**src/rtl/ecpu_pkg.sv**
```systemverilog
// Shared types and constants for the eCPU front end.
package ecpu_pkg;

  // Instruction width agreed between fetch and decode.
  localparam int unsigned ECPU_ILEN = 32;

  // Canonical RV32I NOP (addi x0, x0, 0).
  localparam logic [ECPU_ILEN-1:0] INSTR_NOP = 32'h0000_0013;

  typedef enum logic [0:0] {
    S_RUN,
    S_FLUSH
  } fetch_state_t;

endpackage

```
**src/rtl/fetch_fifo.sv**
```systemverilog
// Synchronous FIFO with synchronous flush; head is visible combinationally.
module fetch_fifo #(
  parameter int unsigned WIDTH = 64,
  parameter int unsigned DEPTH = 2
) (
  input  logic                     clk_i,
  input  logic                     rst_i,
  input  logic                     flush_i,
  input  logic                     push_i,
  input  logic                     pop_i,
  input  logic [WIDTH-1:0]         data_i,
  output logic [WIDTH-1:0]         data_o,
  output logic [$clog2(DEPTH):0]   count_o,
  output logic                     empty_o
);

  localparam int unsigned PW = $clog2(DEPTH);

  logic [WIDTH-1:0] r_mem [DEPTH];
  logic [PW-1:0]    r_rd_ptr;
  logic [PW-1:0]    r_wr_ptr;
  logic [PW:0]      r_count;
  logic             w_full;
  logic             w_do_push;
  logic             w_do_pop;

  assign w_full    = (r_count == (PW+1)'(DEPTH));
  assign empty_o   = (r_count == '0);
  assign count_o   = r_count;
  assign data_o    = r_mem[r_rd_ptr];
  // A full FIFO may still accept a push when the head leaves in the same cycle.
  assign w_do_push = push_i && (!w_full || pop_i);
  assign w_do_pop  = pop_i && !empty_o;

  // Storage write; contents need no reset because count gates visibility.
  always_ff @(posedge clk_i) begin
    if (w_do_push) begin
      r_mem[r_wr_ptr] <= data_i;
    end
  end

  // Pointer and occupancy tracking; flush empties the buffer in one cycle.
  always_ff @(posedge clk_i) begin
    if (rst_i || flush_i) begin
      r_rd_ptr <= '0;
      r_wr_ptr <= '0;
      r_count  <= '0;
    end else begin
      if (w_do_push) r_wr_ptr <= r_wr_ptr + 1'b1;
      if (w_do_pop)  r_rd_ptr <= r_rd_ptr + 1'b1;
      case ({w_do_push, w_do_pop})
        2'b10:   r_count <= r_count + 1'b1;
        2'b01:   r_count <= r_count - 1'b1;
        default: r_count <= r_count;
      endcase
    end
  end

  a_no_overflow: assert property (@(posedge clk_i) disable iff (rst_i || flush_i)
    !(push_i && w_full && !pop_i));

  a_no_underflow: assert property (@(posedge clk_i) disable iff (rst_i || flush_i)
    !(pop_i && empty_o));

endmodule

```
**src/rtl/fetch_unit.sv**
```systemverilog
// In-order instruction fetch: PC generation, credit-limited memory requests,
// response buffering and redirect handling with stale-response discard.
module fetch_unit
  import ecpu_pkg::*;
#(
  parameter int unsigned           ADDR_WIDTH      = 32,
  parameter int unsigned           ILEN            = ECPU_ILEN,
  parameter logic [ADDR_WIDTH-1:0] RESET_PC        = '0,
  parameter int unsigned           FIFO_DEPTH      = 2,
  parameter int unsigned           MAX_OUTSTANDING = 2
) (
  input  logic                  clk_i,
  input  logic                  rst_i,
  output logic                  imem_req_o,
  output logic [ADDR_WIDTH-1:0] imem_addr_o,
  input  logic                  imem_ready_i,
  input  logic                  imem_rvalid_i,
  input  logic [ILEN-1:0]       imem_rdata_i,
  input  logic                  stall_i,
  input  logic                  redirect_i,
  input  logic [ADDR_WIDTH-1:0] redirect_pc_i,
  output logic [ADDR_WIDTH-1:0] pc_o,
  output logic [ILEN-1:0]       instr_o,
  output logic                  instr_valid_o
);

  localparam int unsigned CW = $clog2(MAX_OUTSTANDING + FIFO_DEPTH + 1) + 1;
  localparam int unsigned FW = $clog2(FIFO_DEPTH) + 1;
  localparam int unsigned DW = ADDR_WIDTH + ILEN;
  localparam logic [CW-1:0] MAX_C   = CW'(MAX_OUTSTANDING);
  localparam logic [CW-1:0] DEPTH_C = CW'(FIFO_DEPTH);

  logic [ADDR_WIDTH-1:0] r_fetch_pc;
  logic [ADDR_WIDTH-1:0] r_resp_pc;
  logic [CW-1:0]         r_live_cnt;
  logic [CW-1:0]         r_discard_cnt;
  fetch_state_t          r_state;

  logic [ADDR_WIDTH-1:0] w_redirect_pc;
  logic [FW-1:0]         w_fifo_count;
  logic                  w_fifo_empty;
  logic [DW-1:0]         w_fifo_head;
  logic                  w_accept;
  logic                  w_drop;
  logic                  w_push;
  logic                  w_pop;
  logic [CW-1:0]         w_discard_next;

  assign w_redirect_pc = redirect_pc_i & {{(ADDR_WIDTH-2){1'b1}}, 2'b00};

  // Credit rule: bound both in-flight requests and live requests plus buffered words.
  assign imem_req_o  = !rst_i
                     && ((r_live_cnt + r_discard_cnt) < MAX_C)
                     && ((r_live_cnt + CW'(w_fifo_count)) < DEPTH_C);
  assign imem_addr_o = r_fetch_pc;
  assign w_accept    = imem_req_o && imem_ready_i;

  assign w_drop = imem_rvalid_i && (r_discard_cnt != '0);
  assign w_push = imem_rvalid_i && !w_drop && !redirect_i;
  assign w_pop  = !w_fifo_empty && !stall_i && !redirect_i;

  assign instr_valid_o = !w_fifo_empty;
  assign pc_o          = w_fifo_empty ? '0 : w_fifo_head[DW-1:ILEN];
  assign instr_o       = w_fifo_empty ? '0 : w_fifo_head[ILEN-1:0];

  // On redirect every request still owed by memory becomes a discard, less the
  // one answered this cycle (whichever stream it belonged to).
  always_comb begin
    w_discard_next = r_discard_cnt - CW'(w_drop);
    if (redirect_i) begin
      w_discard_next = r_discard_cnt + r_live_cnt + CW'(w_accept) - CW'(imem_rvalid_i);
    end
  end

  fetch_fifo #(
    .WIDTH (DW),
    .DEPTH (FIFO_DEPTH)
  ) u_fifo (
    .clk_i   (clk_i),
    .rst_i   (rst_i),
    .flush_i (redirect_i),
    .push_i  (w_push),
    .pop_i   (w_pop),
    .data_i  ({r_resp_pc, imem_rdata_i}),
    .data_o  (w_fifo_head),
    .count_o (w_fifo_count),
    .empty_o (w_fifo_empty)
  );

  // PC counters, request bookkeeping and the run/flush state machine.
  always_ff @(posedge clk_i) begin
    if (rst_i) begin
      r_fetch_pc    <= RESET_PC;
      r_resp_pc     <= RESET_PC;
      r_live_cnt    <= '0;
      r_discard_cnt <= '0;
      r_state       <= S_RUN;
    end else if (redirect_i) begin
      r_fetch_pc    <= w_redirect_pc;
      r_resp_pc     <= w_redirect_pc;
      r_live_cnt    <= '0;
      r_discard_cnt <= w_discard_next;
      r_state       <= (w_discard_next != '0) ? S_FLUSH : S_RUN;
    end else begin
      if (w_accept) r_fetch_pc <= r_fetch_pc + ADDR_WIDTH'(4);
      if (w_push)   r_resp_pc  <= r_resp_pc + ADDR_WIDTH'(4);
      r_live_cnt    <= r_live_cnt + CW'(w_accept) - CW'(w_push);
      r_discard_cnt <= w_discard_next;
      case (r_state)
        S_RUN:   r_state <= S_RUN;
        S_FLUSH: r_state <= (w_discard_next == '0) ? S_RUN : S_FLUSH;
        default: r_state <= S_RUN;
      endcase
    end
  end

endmodule

```
**config.mk**
```make
export PLATFORM = sky130hd
export DESIGN_NAME = fetch_unit
export DESIGN_NICKNAME = d
export VERILOG_FILES = /design/src/rtl/ecpu_pkg.sv /design/src/rtl/fetch_fifo.sv /design/src/rtl/fetch_unit.sv
export SDC_FILE = /design/constraint.sdc
export NUM_CORES = 1
export LEC_CHECK = 0
export CAP_MARGIN = 10
export CORE_MARGIN = 3
export CORE_UTILIZATION = 31
export DETAILED_ROUTE_END_ITERATION = 16
export PLACE_DENSITY = 0.52
export SKIP_CTS_REPAIR_TIMING = 1
export SYNTH_ARGS = -nofsm -noshare
export SYNTH_HDL_FRONTEND = slang
export SYNTH_SLANG_ARGS = --single-unit
```
**constraint.sdc**
```tcl
create_clock -name clk_i -period 6.5 [get_ports clk_i]
set_input_delay 0.65 -clock clk_i [delete_from_list [all_inputs] [get_ports clk_i]]
set_output_delay 0.65 -clock clk_i [all_outputs]
set_load 0.01 [all_outputs]
```
Yosys cells after proc, flatten, opt, wreduce, memory -nomap -nowiden. Memory sizes are Yosys's and may differ from the RTL's. A register that Yosys moved wholly into a read port is not among the register bits. Cells that the tools add are included.

Bitwise operators: 0. Divide/modulo/power cells: 0. Reduce and logical (&&, ||, !) cells: 24. Equality and inequality tests: 3. $add $sub $neg: 13. Magnitude comparators: 2. Multiply operators: 0. Shifts and indexed selects: 0. Muxes and demuxes: 12.

Operators with widths (count): 32-bit two-way mux (6); 32-bit by 3-bit adder with 32-bit output (second input constant) (2); 4-bit by 1-bit subtractor with 4-bit output (3); 1-bit logical AND (10); 4-bit by 1-bit adder with 4-bit output (2); 4-bit by 2-bit less-than comparator with 1-bit output (second input constant) (2); 1-bit zero test (6); 2-bit nonzero test (3); 4-bit by 2-bit adder with 4-bit output (1); 4-bit adder (1); 2-bit equality test (second input constant) (2); 1-bit two-way mux (4); 4-bit two-way mux (1); 2-bit case mux with 2 select lines (1); 4-bit nonzero test (1); 1-bit adder (second input constant) (2); 2-bit by 1-bit adder with 2-bit output (second input constant) (1); 2-bit by 1-bit equality test with 1-bit output (second input constant) (1); 2-bit zero test (1); 1-bit logical OR (2); 2-bit OR reduction (1); 2-bit by 1-bit subtractor with 2-bit output (second input constant) (1).

Logic and storage cells: 64. Bits in latches: 0. Memories kept: 1. Memory bits (writable): 128. Input bits: 70. ROM bits: 0. Bits in registers: 76.

Memory list: u_fifo.r_mem (depth 2, bits a word 64, rd ports 1, clocked after memory_dff 1, wr ports 1, line fetch_fifo.sv:19) `logic [WIDTH-1:0] r_mem [DEPTH];`.

Depth between registers and ports, before layout.
Word-level depth: 8. Mapped depth: 17. Gate-level depth less buffers: 15.

Cells and area by module. A second synthesis with hierarchy kept.

Cell total of the unflattened synthesis: 814. Area total of the unflattened synthesis: 9590.4 um2.

By module, submodules not included: fetch_fifo (instances 1, cells each 226, area an instance 4838.4 um2); fetch_unit (instances 1, cells each 588, area an instance 4752.1 um2).

Worst setup path after synthesis. Ideal clock, no wire load.

Path type: reg2reg. From: register r_discard_cnt[0]. To: memory u_fifo.r_mem[0][0] (enable). Library setup time: 0.483 ns. Path slack: 1.985 ns. Clock period less this slack: 4.515 ns. Stages on the path, launching flop included: 5. Required time: 6.017 ns. Data arrival time: 4.033 ns. Cells stage by stage: dfxtp_1 > or4_4 > nor2_1 > o311ai_0 > nor2_1.

Longest elaborated chain between the ends: 8.

Ends and longest elaborated chain: from (decl) (line fetch_unit.sv:36) `logic [CW-1:0] r_discard_cnt;`; from (signal assigned) (line fetch_unit.sv:102) `r_discard_cnt <= w_discard_next;`; from (signal assigned) (line fetch_unit.sv:108) `r_discard_cnt <= w_discard_next;`; 4-bit nonzero test (line fetch_unit.sv:58) `assign w_drop = imem_rvalid_i && (r_discard_cnt != '0);`; 1-bit logical AND (line fetch_unit.sv:58); 1-bit zero test (line fetch_unit.sv:59) `assign w_push = imem_rvalid_i && !w_drop && !redirect_i;`; 1-bit logical AND (2 in series) (line fetch_unit.sv:59); 1-bit logical AND (line fetch_fifo.sv:32) `assign w_do_push = push_i && (!w_full || pop_i);`; 1-bit two-way mux (line fetch_fifo.sv:37) `if (w_do_push) begin`; 1-bit two-way mux (implied by the code) (line fetch_fifo.sv:38) `r_mem[r_wr_ptr] <= data_i;`; to (decl) (line fetch_fifo.sv:19).

Every way passes these cells.

Worst setup path after layout.
From: register r_live_cnt[1]. To: register r_live_cnt[2].

Longest elaborated chain between the ends: 7.

Ends and longest elaborated chain: from (decl) (line fetch_unit.sv:35) `logic [CW-1:0] r_live_cnt;`; from (signal assigned) (line fetch_unit.sv:107) `r_live_cnt <= r_live_cnt + CW'(w_accept) - CW'(w_push);`; 4-bit adder (line fetch_unit.sv:53) `&& ((r_live_cnt + r_discard_cnt) < MAX_C)`; 4-bit by 2-bit less-than comparator with 1-bit output (line fetch_unit.sv:53); 1-bit logical AND (line fetch_unit.sv:53); 1-bit logical AND (line fetch_unit.sv:54) `&& ((r_live_cnt + CW'(w_fifo_count)) < DEPTH_C);`; 1-bit logical AND (line fetch_unit.sv:56) `assign w_accept = imem_req_o && imem_ready_i;`; 4-bit by 1-bit adder with 4-bit output * (line fetch_unit.sv:107); 4-bit by 1-bit subtractor with 4-bit output * (line fetch_unit.sv:107).

Mark *: on every way between the ends. The rest lies on a longest branch, timed or not. A chain may end at the register's enable or synchronous reset.

==> results.sh <==
export IMPL_status="completed"
export IMPL_timing_worst_setup_path_type="flip-flop to flip-flop"
export IMPL_dr_pass1_iters=4
export IMPL_r2r_start="r_live_cnt[1]$_SDFF_PP0_"
export IMPL_core_sq_um=28800
export IMPL_area_growth_pct=28.6
export IMPL_numCtsBuffers=17
export IMPL_final_min_clock_period_ps=4310
export IMPL_grt_pass1_wl_microns=35100
export IMPL_hp_class="flip-flop to flip-flop"
export IMPL_cts_root_buffer="clkbuf_16"
export IMPL_initial_utilization_pct=31.6
export IMPL_cts_clk_slew_worst_paths_ps=70
export IMPL_yosys_area_top_type_share_pct=41.0
export IMPL_tns_ps=0
export IMPL_track_usage_pct=14.3
export IMPL_ir_drop_uv=159
export IMPL_grt_pass1_vias=6200
export IMPL_dieArea_sq_um=31400
export IMPL_ys_async_sr_fraction_pct=0
export IMPL_cap_violations=0
export IMPL_post_place_ws_ps=2200
export IMPL_ys_flop_type="edfxtp_1"
export IMPL_syn_area_sq_um=9080
export IMPL_cts_sinks=197
export IMPL_htree_levels=4
export IMPL_synthTopCellsByCount="edfxtp_1 (124), nor2_1 (96), dfxtp_1 (73), mux2i_1 (65), xnor2_1 (40)"
export IMPL_finalWorstSetupSlack_ps=2190
export IMPL_diodes=0
export IMPL_drtIter0Drc=332
export IMPL_cp_startpoint="r_live_cnt[1]$_SDFF_PP0_"
export IMPL_cp_max_fo=24
export IMPL_finalNetCount=1018
export IMPL_rows=62
export IMPL_ys_ff_latch=197
export IMPL_wl_microns=22400
export IMPL_p_leak_nw=3.75
export IMPL_period_share_pct=66.4
export IMPL_reg2reg_depth=14
export IMPL_gp_congestion=0.783
export IMPL_tritoncts="built"
export IMPL_reg2reg_slack_ps=2190
export IMPL_whs_ps=505
export IMPL_finalSetupViolCount=0
export IMPL_hpwl_microns=15300
export IMPL_slew_headroom_pct=25.1
export IMPL_worstPathRequired_ps=6790
export IMPL_wl_per_cell_microns=16.9
export IMPL_synth_top_area_cell="edfxtp_1"
export IMPL_ys_top_cells_by_area="edfxtp_1 (41%), dfxtp_1 (16%), mux2i_1 (7.2%)"
export IMPL_dr_total_vias=6320
export IMPL_fp_dieW_microns=177
export IMPL_die_h_microns=177
export IMPL_worst_pin_slew_ps=1120
export IMPL_arrival_ps=4610
export IMPL_syn_area_per_cell_sq_um=11.7
export IMPL_ys_seq_area_share_pct=57.1
export IMPL_cts_path_max_buffers=2
export IMPL_antenna_found_initial=0
export IMPL_cp_start_kind="flip-flop"
export IMPL_syn_inst=775
export IMPL_hold_viol=0
export IMPL_viasPerCell=4.78
export IMPL_power_density_nw_per_um2=272
export IMPL_io_buffers=161
export IMPL_rsz0062_at_grt="false"
export IMPL_grt_ovfl_total=0
export IMPL_insertion_delay_ps=430
export IMPL_grt_max_degree=72
export IMPL_fmax_mhz=232
export IMPL_yosysWarnings=0
export IMPL_crit_path_end="r_live_cnt[2]$_SDFF_PP0_"
export IMPL_ioPinCount=168
export IMPL_layout_drive_gt1_share_pct=6.29
export IMPL_r2r_end="r_live_cnt[2]$_SDFF_PP0_"
export IMPL_detail_route_drc_violations=0
export IMPL_drv_slew=0
export IMPL_final_antenna_net_count=0
export IMPL_yosysUniqueCellTypes=62
export IMPL_yosysMostFrequentCell="edfxtp_1"
export IMPL_utilization_pct=40.6
export IMPL_skew_ps=19.8
export IMPL_synth_edf_count=124
export IMPL_end_kind="flip-flop"
final cells by class:
class / count / area (sq um)
multi-input combinational: 509 / 3630
tap: 384 / 480
inverter: 27 / 101
timing repair buffer: 173 / 1700
clock inverter: 14 / 150
fill: 2755 / 17100
sequential: 197 / 5190
clock buffer: 18 / 429
power breakdown:
part | internal [mW] | switching [mW] | total [mW]
combinational | 0.290 | 0.329 | 0.620
clock | 0.572 | 0.474 | 1.05
sequential | 1.44 | 0.0752 | 1.52
routing by layer:
layer,track usage (%),wire [microns],vias to the layer above
li1,-,-,3146
met1,21.5,11400,3009
met2,21.5,9840,157
met3,2.98,1060,8
met4,2.45,116,0
met5,0,0,-
logic make-up after synthesis:
logic type / Yosys count / share of synthesized area [%]
xor+xnor: 53 / 5.11
other cells: 1 / 0.0413
buf+inv: 72 / 3.32
fa+ha+maj: 23 / 3.50
flops: 197 / 57.1
mux: 65 / 7.16
compound gates: 119 / 9.34
simple gates: 245 / 14.4
through the flow:
step                area (sq um)  std cells  total power [mW]
floorplan                   9090        778              1.92
global placement           11100       1290              2.16
detailed placement         11100       1290              2.17
CTS                        11700       1322              3.22
global route               11700       1322              3.36
finish                     11700       1322              3.18
worst max-delay path, cell delays in order (launching register included):
cell,delay [ps]
dfxtp_1,460
inv_1,160
fa_1,460
xor2_1,290
ha_1,200
and3b_1,190
nand4_2,280
or3_1,810
ha_1,460
inv_1,50
ha_1,150
inv_1,50
fa_1,380
xor2_1,180
nor2_1,50
flip-flops by register name (all words and copies together) (netlist names), named ones only:
register,cells
imem_addr_o,30
r_discard_cnt,4
u_fifo.r_mem,124
r_resp_pc,30
u_fifo.r_wr_ptr,1
r_live_cnt,4
u_fifo.r_rd_ptr,1
u_fifo.count_o,2
worst min path at each step:
stage | start | end | slack [ps] | depth (start not counted)
floorplan | r_resp_pc[31]$_SDFFE_PP0P_ | u_fifo.r_mem[0][63]$_DFFE_PP_ | 450 | 0
global placement | r_resp_pc[17]$_SDFFE_PP0P_ | u_fifo.r_mem[0][49]$_DFFE_PP_ | 480 | 0
detailed placement | r_resp_pc[17]$_SDFFE_PP0P_ | u_fifo.r_mem[1][49]$_DFFE_PP_ | 490 | 0
CTS | u_fifo.r_rd_ptr$_SDFFE_PP0P_ | flip-flop | 510 | 2
global route | r_resp_pc[26]$_SDFFE_PP0P_ | u_fifo.r_mem[1][58]$_DFFE_PP_ | 530 | 0
finish | u_fifo.r_rd_ptr$_SDFFE_PP0P_ | flip-flop | 510 | 2
cells in the final DEF, fill, tap and decap left out, types with 7 or more instances in the layout:
cell type / count
a211oi_1: 12
a21boi_0: 19
a21oi_1: 18
and3_1: 7
and4_1: 8
buf_4: 12
clkbuf_16: 17
clkdlybuf4s50_1: 161
dfxtp_1: 72
edfxtp_1: 124
ha_1: 19
inv_1: 26
mux2i_1: 65
nand2_1: 27
nand3_1: 26
nand4_1: 12
nor2_1: 93
nor3_1: 15
nor4_1: 21
o21a_1: 17
o21ai_0: 11
o31a_1: 15
or3_1: 7
xnor2_1: 40
xor2_1: 13
No activity file was read; power rests on OpenSTA's default activity.
